[src/rtl/mem_write_monitor.sv]
//------------------------------------------------------------------------------
// mem_write_monitor : checks core data-memory writes against an expected FIFO.
// Optional timeout counter and TOUT state are built when MON_TIMEOUT_EN is defined.
// Revision: 1.0
//------------------------------------------------------------------------------
`default_nettype none

module mem_write_monitor #(
    parameter int          AW       = 32,
    parameter int          DW       = 32,
    parameter int          DEPTH    = 8,
    parameter logic [AW-1:0] IGN_BASE = 80,
    parameter logic [AW-1:0] IGN_MASK = 32'hFFFF_FFFF,
    parameter int          TIMEOUT  = 1000
) (
    input  logic                       clk,
    input  logic                       reset,
    input  logic                       clear,
    input  logic                       exp_push,
    input  logic [AW-1:0]              exp_addr,
    input  logic [DW-1:0]              exp_data,
    output logic                       exp_full,
    input  logic                       start,
    input  logic                       memwrite,
    input  logic [AW-1:0]              dataadr,
    input  logic [DW-1:0]              writedata,
    output logic                       busy,
    output logic                       done,
    output logic                       pass,
    output logic                       fail,
    output logic                       timeout,
    output logic [$clog2(DEPTH+1)-1:0] match_count,
    output logic [AW-1:0]              err_addr,
    output logic [DW-1:0]              err_data
);

    localparam int PW = $clog2(DEPTH);
    localparam int CW = $clog2(DEPTH+1);

    typedef enum logic [2:0] {
        S_IDLE = 3'd0,
        S_RUN  = 3'd1,
        S_PASS = 3'd2,
        S_FAIL = 3'd3,
        S_TOUT = 3'd4
    } state_t;

    state_t          state_q;
    logic [AW+DW-1:0] mem_q [DEPTH];
    logic [PW-1:0]   wr_ptr_q, rd_ptr_q;
    logic [CW-1:0]   count_q, match_count_q;
    logic            exp_full_q, busy_q, done_q, pass_q, fail_q;
    logic [AW-1:0]   err_addr_q;
    logic [DW-1:0]   err_data_q;

    logic push_en, head_hit, ign_hit;

    assign push_en  = (state_q == S_IDLE) && exp_push && !exp_full_q && !reset && !clear;
    assign head_hit = memwrite && (count_q != '0) && (mem_q[rd_ptr_q] == {dataadr, writedata});
    assign ign_hit  = ((dataadr & IGN_MASK) == IGN_BASE);

    // Storage needs no reset: entries are only read while occupancy is non-zero.
    always_ff @(posedge clk) begin
        if (push_en) begin
            mem_q[wr_ptr_q] <= {exp_addr, exp_data};
        end
    end

`ifdef MON_TIMEOUT_EN
    localparam int TW = $clog2(TIMEOUT);
    logic [TW-1:0] tcnt_q;
    logic          timeout_q;
`endif

    always_ff @(posedge clk) begin
        if (reset || clear) begin
            state_q       <= S_IDLE;
            wr_ptr_q      <= '0;
            rd_ptr_q      <= '0;
            count_q       <= '0;
            match_count_q <= '0;
            exp_full_q    <= 1'b0;
            busy_q        <= 1'b0;
            done_q        <= 1'b0;
            pass_q        <= 1'b0;
            fail_q        <= 1'b0;
            err_addr_q    <= '0;
            err_data_q    <= '0;
`ifdef MON_TIMEOUT_EN
            tcnt_q        <= '0;
            timeout_q     <= 1'b0;
`endif
        end else begin
            case (state_q)
                S_IDLE: begin
                    if (push_en) begin
                        wr_ptr_q   <= wr_ptr_q + 1'b1;
                        count_q    <= count_q + 1'b1;
                        exp_full_q <= (count_q == CW'(DEPTH-1));
                    end
                    if (start) begin
                        if (count_q != '0) begin
                            state_q <= S_RUN;
                            busy_q  <= 1'b1;
                        end else begin
                            state_q <= S_PASS;
                            done_q  <= 1'b1;
                            pass_q  <= 1'b1;
                        end
`ifdef MON_TIMEOUT_EN
                        tcnt_q <= '0;
`endif
                    end
                end
                S_RUN: begin
                    // Match beats fail, fail beats timeout.
                    if (head_hit) begin
                        rd_ptr_q      <= rd_ptr_q + 1'b1;
                        count_q       <= count_q - 1'b1;
                        match_count_q <= match_count_q + 1'b1;
                        exp_full_q    <= 1'b0;
`ifdef MON_TIMEOUT_EN
                        tcnt_q        <= '0;
`endif
                        if (count_q == CW'(1)) begin
                            state_q <= S_PASS;
                            busy_q  <= 1'b0;
                            done_q  <= 1'b1;
                            pass_q  <= 1'b1;
                        end
                    end else if (memwrite && !ign_hit) begin
                        state_q    <= S_FAIL;
                        busy_q     <= 1'b0;
                        done_q     <= 1'b1;
                        fail_q     <= 1'b1;
                        err_addr_q <= dataadr;
                        err_data_q <= writedata;
                    end
`ifdef MON_TIMEOUT_EN
                    else if (tcnt_q == TW'(TIMEOUT-1)) begin
                        state_q   <= S_TOUT;
                        busy_q    <= 1'b0;
                        done_q    <= 1'b1;
                        timeout_q <= 1'b1;
                    end else begin
                        tcnt_q <= tcnt_q + 1'b1;
                    end
`endif
                end
                S_PASS, S_FAIL, S_TOUT: ;
                default: state_q <= S_IDLE;
            endcase
        end
    end

    assign exp_full    = exp_full_q;
    assign busy        = busy_q;
    assign done        = done_q;
    assign pass        = pass_q;
    assign fail        = fail_q;
    assign match_count = match_count_q;
    assign err_addr    = err_addr_q;
    assign err_data    = err_data_q;
`ifdef MON_TIMEOUT_EN
    assign timeout     = timeout_q;
`else
    assign timeout     = 1'b0;
`endif

endmodule

`default_nettype wire

[config.mk]
export PLATFORM = sky130hd
export DESIGN_NAME = mem_write_monitor
export DESIGN_NICKNAME = d
export VERILOG_FILES = /design/src/rtl/mem_write_monitor.sv
export SDC_FILE = /design/constraint.sdc
export NUM_CORES = 1
export LEC_CHECK = 0
export CAP_MARGIN = 20
export CORE_MARGIN = 2
export CORE_UTILIZATION = 58
export DETAILED_ROUTE_END_ITERATION = 10
export PLACE_DENSITY = 0.8
export REMOVE_ABC_BUFFERS = 1
export SLEW_MARGIN = 40
export SYNTH_ARGS = -nofsm -noshare
export SYNTH_HDL_FRONTEND = slang
export SYNTH_SLANG_ARGS = --single-unit
[constraint.sdc]
create_clock -name clk -period 8.4 [get_ports clk]
set_input_delay 1.68 -clock clk [delete_from_list [all_inputs] [get_ports clk]]
set_output_delay 1.68 -clock clk [all_outputs]
set_load 0.1 [all_outputs]
### Yosys cells after proc, flatten, opt, wreduce, memory -nomap -nowiden

Memory sizes are Yosys's and may differ from the RTL's. A register that Yosys moved wholly into a read port is not among the register bits.
Index checks and enable logic that the tools add are counted.

| word-level totals | value |
|---|---|
| bits in registers | 86 |
| RAM bits | 512 |
| output and inout bits | 74 |
| logic and storage cells | 90 |
| memories | 1 |

| cells by class | value |
|---|---|
| add/subtract/negate cells | 5 |
| equal/unequal tests | 16 |
| multiplexer cells | 30 |
| bitwise logic cells | 2 |
| reductions and logical operators | 24 |

Memory list:

| memory | words | bits a word | rd ports | clocked after memory_dff | write ports | line | text |
|---|---|---|---|---|---|---|---|
| mem_q | 8 | 64 | 1 | 1 | 1 | 49 | `logic [AW+DW-1:0] mem_q [DEPTH];` |

Operator list:

| kind | number |
|---|---|
| $eq 64x64->1 | 1 |
| $eq 32x7->1 const B | 1 |
| $mux 3 | 6 |
| $mux 1 | 15 |
| $reduce_and 5->1 | 3 |
| $ne 2x2->1 const B | 5 |
| $pmux 3 s3 | 1 |
| $add 4x1->4 const B | 2 |
| $mux 4 | 2 |
| $pmux 1 s2 | 4 |
| $pmux 4 s2 | 1 |
| $logic_and 1x1->1 | 7 |
| $add 3x1->3 const B | 2 |
| $eq 3x2->1 const B | 2 |
| $ne 3x3->1 const B | 2 |
| $reduce_and 3->1 | 2 |
| $eq 4x1->1 const B | 1 |
| $eq 4x3->1 const B | 1 |
| $logic_not 1->1 | 4 |
| $reduce_and 2->1 | 2 |
| $reduce_and 4->1 | 1 |
| $reduce_bool 4->1 | 1 |
| $sub 4x1->4 const B | 1 |
| $eq 3x1->1 const B | 1 |
| other kinds (8) | 9 |

### Logic depth before layout (Yosys ltp)

Gate-level depths: netlist (run 1).

| depth | value |
|---|---|
| depth in word-level cells | 7 |
| depth in mapped cells | 16 |
| gate-level depth less buffers | 10 |

### Worst setup path after synthesis (run 1)

OpenSTA, ideal clock, no wires.

| timing | value |
|---|---|
| path kind | input to register |
| from | input reset |
| to | memory mem_q[0][0] (netlist name), enable pin |
| library setup time | 565 ps |
| arrival | 7067 ps |
| setup slack | 768 ps |
| stages | 5 |
| cell sequence | or2_2 > clkbuf_1 > nor4_1 > nand2b_1 > nor3_1 |

| on the way | value |
|---|---|
| longest elaborated chain between the ends | 5 |

RTL lines:

| element | line | text |
|---|---|---|
| start, declared | 17 | `input logic reset,` |
| $logic_not 1->1 | 58 | `assign push_en = (state_q == S_IDLE) && exp_push && !exp_full_q && !reset && !clear;` |
| $logic_and 1x1->1 (2 in a row) | 58 |  |
| $mux 1 | 64 | `if (push_en) begin` |
| $mux 1 (not written as such) | 65 | `mem_q[wr_ptr_q] <= {exp_addr, exp_data};` |
| end, declared | 49 |  |

Every way passes these cells.

==> out/summary.txt, run 1 <==
outcome = finished clean
Fin Clk Skew = 0.0270 ns
antenna violations before repair = 2
die height = 207 um
most frequent cells in the layout = edfxtp_1 (512), clkdlybuf4s50_1 (133), mux4_2 (104)
vias per inst = 6.43
routed len/inst = 26.7 um
R2R cell count = 12
VDD IR max = 0.000211 V
utilization after layout = 68.7%
clock buffer depth = 3
Detail Placement HPWL = 35600 um
num rows = 74
Post-synth top flop = edfxtp_1
Yosys Warn Count = 0
Pwr Total = 5.92 mW
crit-path max cell delay = 0.69 ns
min-delay worst type = reg -> reg
I/O Buffers = 206
Placed Area = 26300 um2
post-route minimum period = 5.36 ns
first-pass GRT wire length = 85800 um
crit-path cells = buf_12 > buf_12 > mux4_2 > mux2i_1 > xor2_1 > o2111ai_1 > nor4_1 > nand4_1 > or3_2 > buf_4 > or4_1 > a21oi_1
Critical Path RT = 8.93 ns
largest net degree at the start of global routing = 90
worst slack, placed = 2.95 ns
Synth Area per Inst = 17.2 um2
Netlist Area Pre-Place = 24000 um2
die area = 42900 um2
Slew Limit Fails = 0
pwr dens = 211 nW/um2
Final setup violation count = 0
Boundary Pins = 208
FMAX = 187 MHz
CTS clk-pin slew, worst paths = 0.06 ns
Post-CTS Resized = 0
vias = 14000
first-pass iteration count of the detailed router = 8
CTS Hold Bufs = 0
total track usage = 27.0%
max-cap violations = 0
actual slew at the worst max-slew pin = 0.825 ns
final net count = 1738
Clock Tree Root = clkbuf_16
Finished Layout Cells = 2177
period utilization = 63.8%
Final TNS setup = 0 ns
GPL Wtd Cong = 0.895
post-route cell area = 28000 um2
most common cell after layout, fill and taps aside = edfxtp_1
EDFF count, synth = 512
Worst Hold End = fail$_SDFFE_PP0P_
Die W = 207 um
Max FO, Critical Path = 62
Clk Latency, worst-skew pair = 0.62 ns
Final Hold Fails = 0
Async S/R FF share, synth = 0%
WS Path Type = reg -> reg
Hold Slack = 0.477 ns
starting density of the core = 58.7%
Yosys reg bits = 600
Worst R2R End = match_count[3]$_SDFFE_PP0P_
CTS tree = built
library cells used by synthesis = 61
Hold Path Cell Cnt = 2
Final WS setup = 3.04 ns
Inserted Clock Buffers = 56
max_slew headroom = 45.0%
CP max-delay cell = or3_2
Antenna Nets Post-Route = 0
# DRC = 0
most used cell, CP = buf_12
grt total ovfl = 0
nature of the critical path startpoint = flip-flop
Worst Path Arrival = 5.88 ns
dpl cells = 2072
element type at the critical path end = flip-flop
clock sinks = 600
Synth-to-Final Area Change = 17.1%
Core Box Area = 40800 um2
RSZ-0062 raised after global routing = no
leak pwr = 8.79 nW
vias in the first global route = 13800
Hold Startpoint = fail$_SDFFE_PP0P_
CTS H-tree depth = 2
sequential-to-total area share from yosys stat = 71.5%
Post-CTS Setup Bufs = 0
WL final = 58100 um
Iteration-0 DRC Markers = 1718
register-to-register setup slack = 3.04 ns
cell count after synthesis = 1390
Filler Cell Count = 2553
share of layout cells above drive strength 1 = 19.1%
-- metal layers --
| layer | part of all wire, % | track usage [%] | vias up |
|---|---|---|---|
| met4 | 3.8 | 11.3 | 2 |
| met2 | 48 | 42.7 | 839 |
| met1 | 38 | 36.5 | 7041 |
| li1 | - | - | 5967 |
| met3 | 11 | 6.44 | 141 |
| met5 | 0.015 | 0 | - |
-- synthesized netlist by cell type, types with 7 or more instances --
cell type  count  area [um2]
nor4_1        15        93.8
a22o_1        10        87.6
nand4b_1       7        61.3
xor2_1        44         385
mux2i_1      100        1000
inv_1          8        30.0
edfxtp_1     512       15400
nand3_1       67         335
nor3_1        12        60.1
nor2_1        27         101
nand2_1       30         113
mux4_2       104        2340
a21oi_1       80         400
dfxtp_1       88        1760
nand4_1       18         113
buf_6          8        90.1
clkbuf_1      38         143
buf_4         10        75.1
a22oi_1       13        97.6
buf_2         19        95.1
xnor2_1        9        78.8
o21ai_0       75         375
nand2b_1       9        56.3
-- layout make-up --
class,count,area [um2],area share [%]
Inverter,8,30.0,0.107
Sequential cell,600,17100,61.1
Multi-Input combinational cell,701,6450,23.0
Clock buffer,84,1600,5.70
Tap cell,532,666,2.37
Timing Repair Buffer,231,1980,7.06
Clock inverter,20,168,0.598
Antenna cell,1,2.50,0.00892
-- registers in the layout, summed over array words and instances, names as in the netlist, named ones only --
signal / cells
mem_q: 512
err_addr: 32
err_data: 32
count_q: 4
match_count: 4
rd_ptr_q: 3
wr_ptr_q: 3
state_q: 2
busy: 1
done: 1
exp_full: 1
fail: 1
pass: 1
-- kinds of logic (layout without fill, tap and decap cells) --
group           after synthesis  count (layout)  share of synthesized area, %
flops                       600             600                          71.5
other cells                   1               2                        0.0157
compound gates              206             206                          5.00
simple gates                231             231                          5.33
fa+ha+maj                     6               6                         0.313
mux                         204             204                          14.0
buf+inv                      89             343                          1.90
xor+xnor                     53              53                          1.94
-- how the worst max path moves through the flow --
stage | startpoint | endpoint | cells past startpoint
final | flip-flop | match_count[3]$_SDFFE_PP0P_ | 12
after global routing | flip-flop | match_count[3]$_SDFFE_PP0P_ | 12
after CTS | flip-flop | match_count[3]$_SDFFE_PP0P_ | 12
after detailed placement | dataadr[11] | match_count[3]$_SDFFE_PP0P_ | 9
after global placement | reset | mem_q[3][27]$_DFFE_PP_ | 6
after floorplan | flip-flop | err_addr[0]$_SDFFE_PP0P_ | 9
-- report_power, final --
| part | switching (mW) | internal, mW |
|---|---|---|
| Sequential | 0.00617 | 3.24 |
| Clock | 1.05 | 1.38 |
| Combinational | 0.152 | 0.0923 |
-- worst max-delay path, delay by kind of cell (launching register included) --
kind / cells / cell delay [ns]
AND/OR/NAND/NOR: 4 / 1.93
AO/OA/AOI/OAI: 2 / 0.31
XOR/XNOR: 1 / 0.42
buffers and inverters: 3 / 0.99
flip-flops: 1 / 0.60
multiplexers: 2 / 0.88
No activity file was read; power rests on OpenSTA's default activity.
==> run 2, diff against run 1 <==
==> constraint.sdc (replaced) <==
create_clock -name clk -period 5.57 [get_ports clk]
set_input_delay 1.114 -clock clk [delete_from_list [all_inputs] [get_ports clk]]
set_output_delay 1.114 -clock clk [all_outputs]
set_load 0.1 [all_outputs]
==> run 2 against run 1 <==
Largest power group unchanged. First-iteration DRC count increased by 2.2%. Combinational power increased by 50%. Highest routed layer unchanged. Register-to-register slack got worse by 2.1 ns. Non-clock buffer count increased by 16. Sequential cell count unchanged. Critical path type unchanged. Critical path depth decreased by 1.
==> out/summary.txt, run 2 (synthesized netlist as in run 1, its figures left out) <==
clock buffer depth = 3 (unchanged)
Final Hold Fails = 0 (unchanged)
Synth-to-Final Area Change = 18.1%
vias per inst = 6.35 (-1.2%)
Clock power frac = 42.5% (+1.5 points)
element type at the critical path end = flip-flop
Placed Area = 26300 um2 (+0.34%)
Iteration-0 DRC Markers = 1756 (+2.2%)
# DRC = 0 (unchanged)
die height = 207 um (unchanged)
actual slew at the worst max-slew pin = 0.887 ns (+0.0623 ns)
Post-CTS Setup Bufs = 0 (unchanged)
CTS H-tree depth = 2 (unchanged)
grt total ovfl = 0 (unchanged)
Clk Latency, worst-skew pair = 0.62 ns (about the same)
Slew Limit Fails = 0 (unchanged)
Antenna Nets Post-Route = 0 (unchanged)
routed len/inst = 26.8 um (+0.33%)
clock sinks = 600 (unchanged)
Worst Path Arrival = 5.15 ns (-0.73 ns)
utilization after layout = 69.3% (+0.61 points)
first-pass iteration count of the detailed router = 5 (-3)
post-route minimum period = 4.66 ns (-0.701 ns)
Inserted Clock Buffers = 58 (+3.6%)
Fin Clk Skew = 0.0327 ns (+0.00565 ns)
Largest Register = mem_q
worst slack, placed = 0.698 ns (-2.26 ns)
I/O Buffers = 206 (unchanged)
Final setup violation count = 0 (unchanged)
most frequent cells in the layout = edfxtp_1 (512), clkdlybuf4s50_1 (133), mux4_2 (104)
Post-CTS Resized = 0 (unchanged)
Seq pwr share = 53.5% (-1.3 points)
Critical Path RT = 6.06 ns (-2.87 ns)
VDD IR max = 0.000222 V (+5.1%)
RSZ-0062 raised after global routing = no
Boundary Pins = 208 (unchanged)
CTS clk-pin slew, worst paths = 0.07 ns (about the same)
min-delay worst type = reg -> reg
nature of the critical path startpoint = flip-flop
Final WS setup = 0.915 ns (-2.13 ns)
pwr dens = 324 nW/um2 (+53%)
period utilization = 83.6% (+20 points)
post-route cell area = 28300 um2 (+0.89%)
Internal = 7.31 mW (+55%)
first-pass GRT wire length = 87800 um (+2.3%)
most common cell after layout, fill and taps aside = edfxtp_1
antenna violations before repair = 7 (+5)
Die W = 207 um (unchanged)
GPL Wtd Cong = 0.894 (-0.11%)
Core Box Area = 40800 um2 (unchanged)
Detail Placement HPWL = 37500 um (+5.3%)
Sw Ratio = 20.2% (-0.30 points)
Net Switching = 1.85 mW (+52%)
die area = 42900 um2 (unchanged)
outcome = finished clean
largest net degree at the start of global routing = 53 (-41%)
max_slew headroom = 40.3% (-4.7 points)
Clock Tree Root = clkbuf_16
vias = 14000 (+0.029%)
FMAX = 215 MHz (+15%)
WL final = 59000 um (+1.5%)
WS Path Type = reg -> reg
CTS tree = built
starting density of the core = 58.7% (unchanged)
num rows = 74 (unchanged)
max reg flops = 512 (unchanged)
CTS Hold Bufs = 0 (unchanged)
vias in the first global route = 14300 (+3.0%)
Filler Cell Count = 2579 (+1.0%)
share of layout cells above drive strength 1 = 19.9% (+0.79 points)
Max FO, Critical Path = 39 (-37%)
final net count = 1756 (+1.0%)
total track usage = 27.4% (+0.40 points)
max-cap violations = 0 (unchanged)
leak pwr = 8.94 nW (+1.7%)
logic gate share of total power = 4.0% (about the same)
-- run 2: cell types whose count changed in the layout (fill, tap and decap cells not counted), sizes merged --
cell | before | now
inv | 9 | 8
bufinv | 2 | 5
buf | 98 | 114
diode | 1 | 7
clkbuf | 84 | 86
-- run 2: worst max-delay path: stages, from the launching register on --
cell     delay (ns)
dfxtp_4        0.71
buf_4          0.35
mux4_2         0.53
mux2i_1        0.20
xor2_1         0.36
nand4_1        0.14
nor3_1         0.33
nand4_1        0.26
or3_2          0.85
buf_4          0.41
o21ai_0        0.24
a21oi_1        0.12
-- run 2: layout make-up --
cell class	count	area [um2]	area share [%]
Clock inverter	22	245	0.867
Tap cell	532	666	2.35
Sequential cell	600	17100	60.6
Clock buffer	86	1660	5.85
Multi-Input combinational cell	701	6430	22.7
Inverter	8	30.0	0.106
Timing Repair Buffer	247	2100	7.42
Antenna cell	7	17.5	0.0619
-- run 2: final timing paths --
check | start | endpoint | slack (ns) | cells past startpoint
hold / removal | pass$_SDFFE_PP0P_ | pass$_SDFFE_PP0P_ | 0.47 | 1
setup reg to reg | flip-flop | flip-flop | 0.91 | 11
setup / recovery | flip-flop | flip-flop | 0.91 | 11
hold reg to reg | pass$_SDFFE_PP0P_ | pass$_SDFFE_PP0P_ | 0.47 | 1
-- run 2: metal layers --
metal  part of all wire, %  wire length (um)  global-route usage [%]  vias to the layer above
li1                      -                 -                       -                     6015
met1                    38             22200                    36.7                     7096
met3                    10              6170                    6.04                       93
met4                   2.6              1530                    9.83                        2
met2                    49             29100                    44.7                      788
met5                 0.019                11                       0                        -
-- run 2: metrics by stage --
step	setup TNS, ns	total power [mW]	hold slack, ns	cells
after global routing	0	9.38	0.490	2201
after detailed placement	0	5.35	0.460	2087
after floorplan	-547.02	5.13	0.468	1309
after CTS	0	9.19	0.472	2195
final	0	9.16	0.466	2203
after global placement	0	5.35	0.458	2086
-- run 2: power by group through the flow --
stage | Combinational (mW) | Sequential [mW] | Clock (mW)
6_report | 0.368 | 4.90 | 3.89
5_1_grt | 0.387 | 4.90 | 4.09
4_1_cts | 0.361 | 4.90 | 3.93
3_5_place_dp | 0.358 | 4.99 | 0
3_3_place_gp | 0.353 | 4.99 | 0
2_1_floorplan | 0.104 | 5.03 | 0
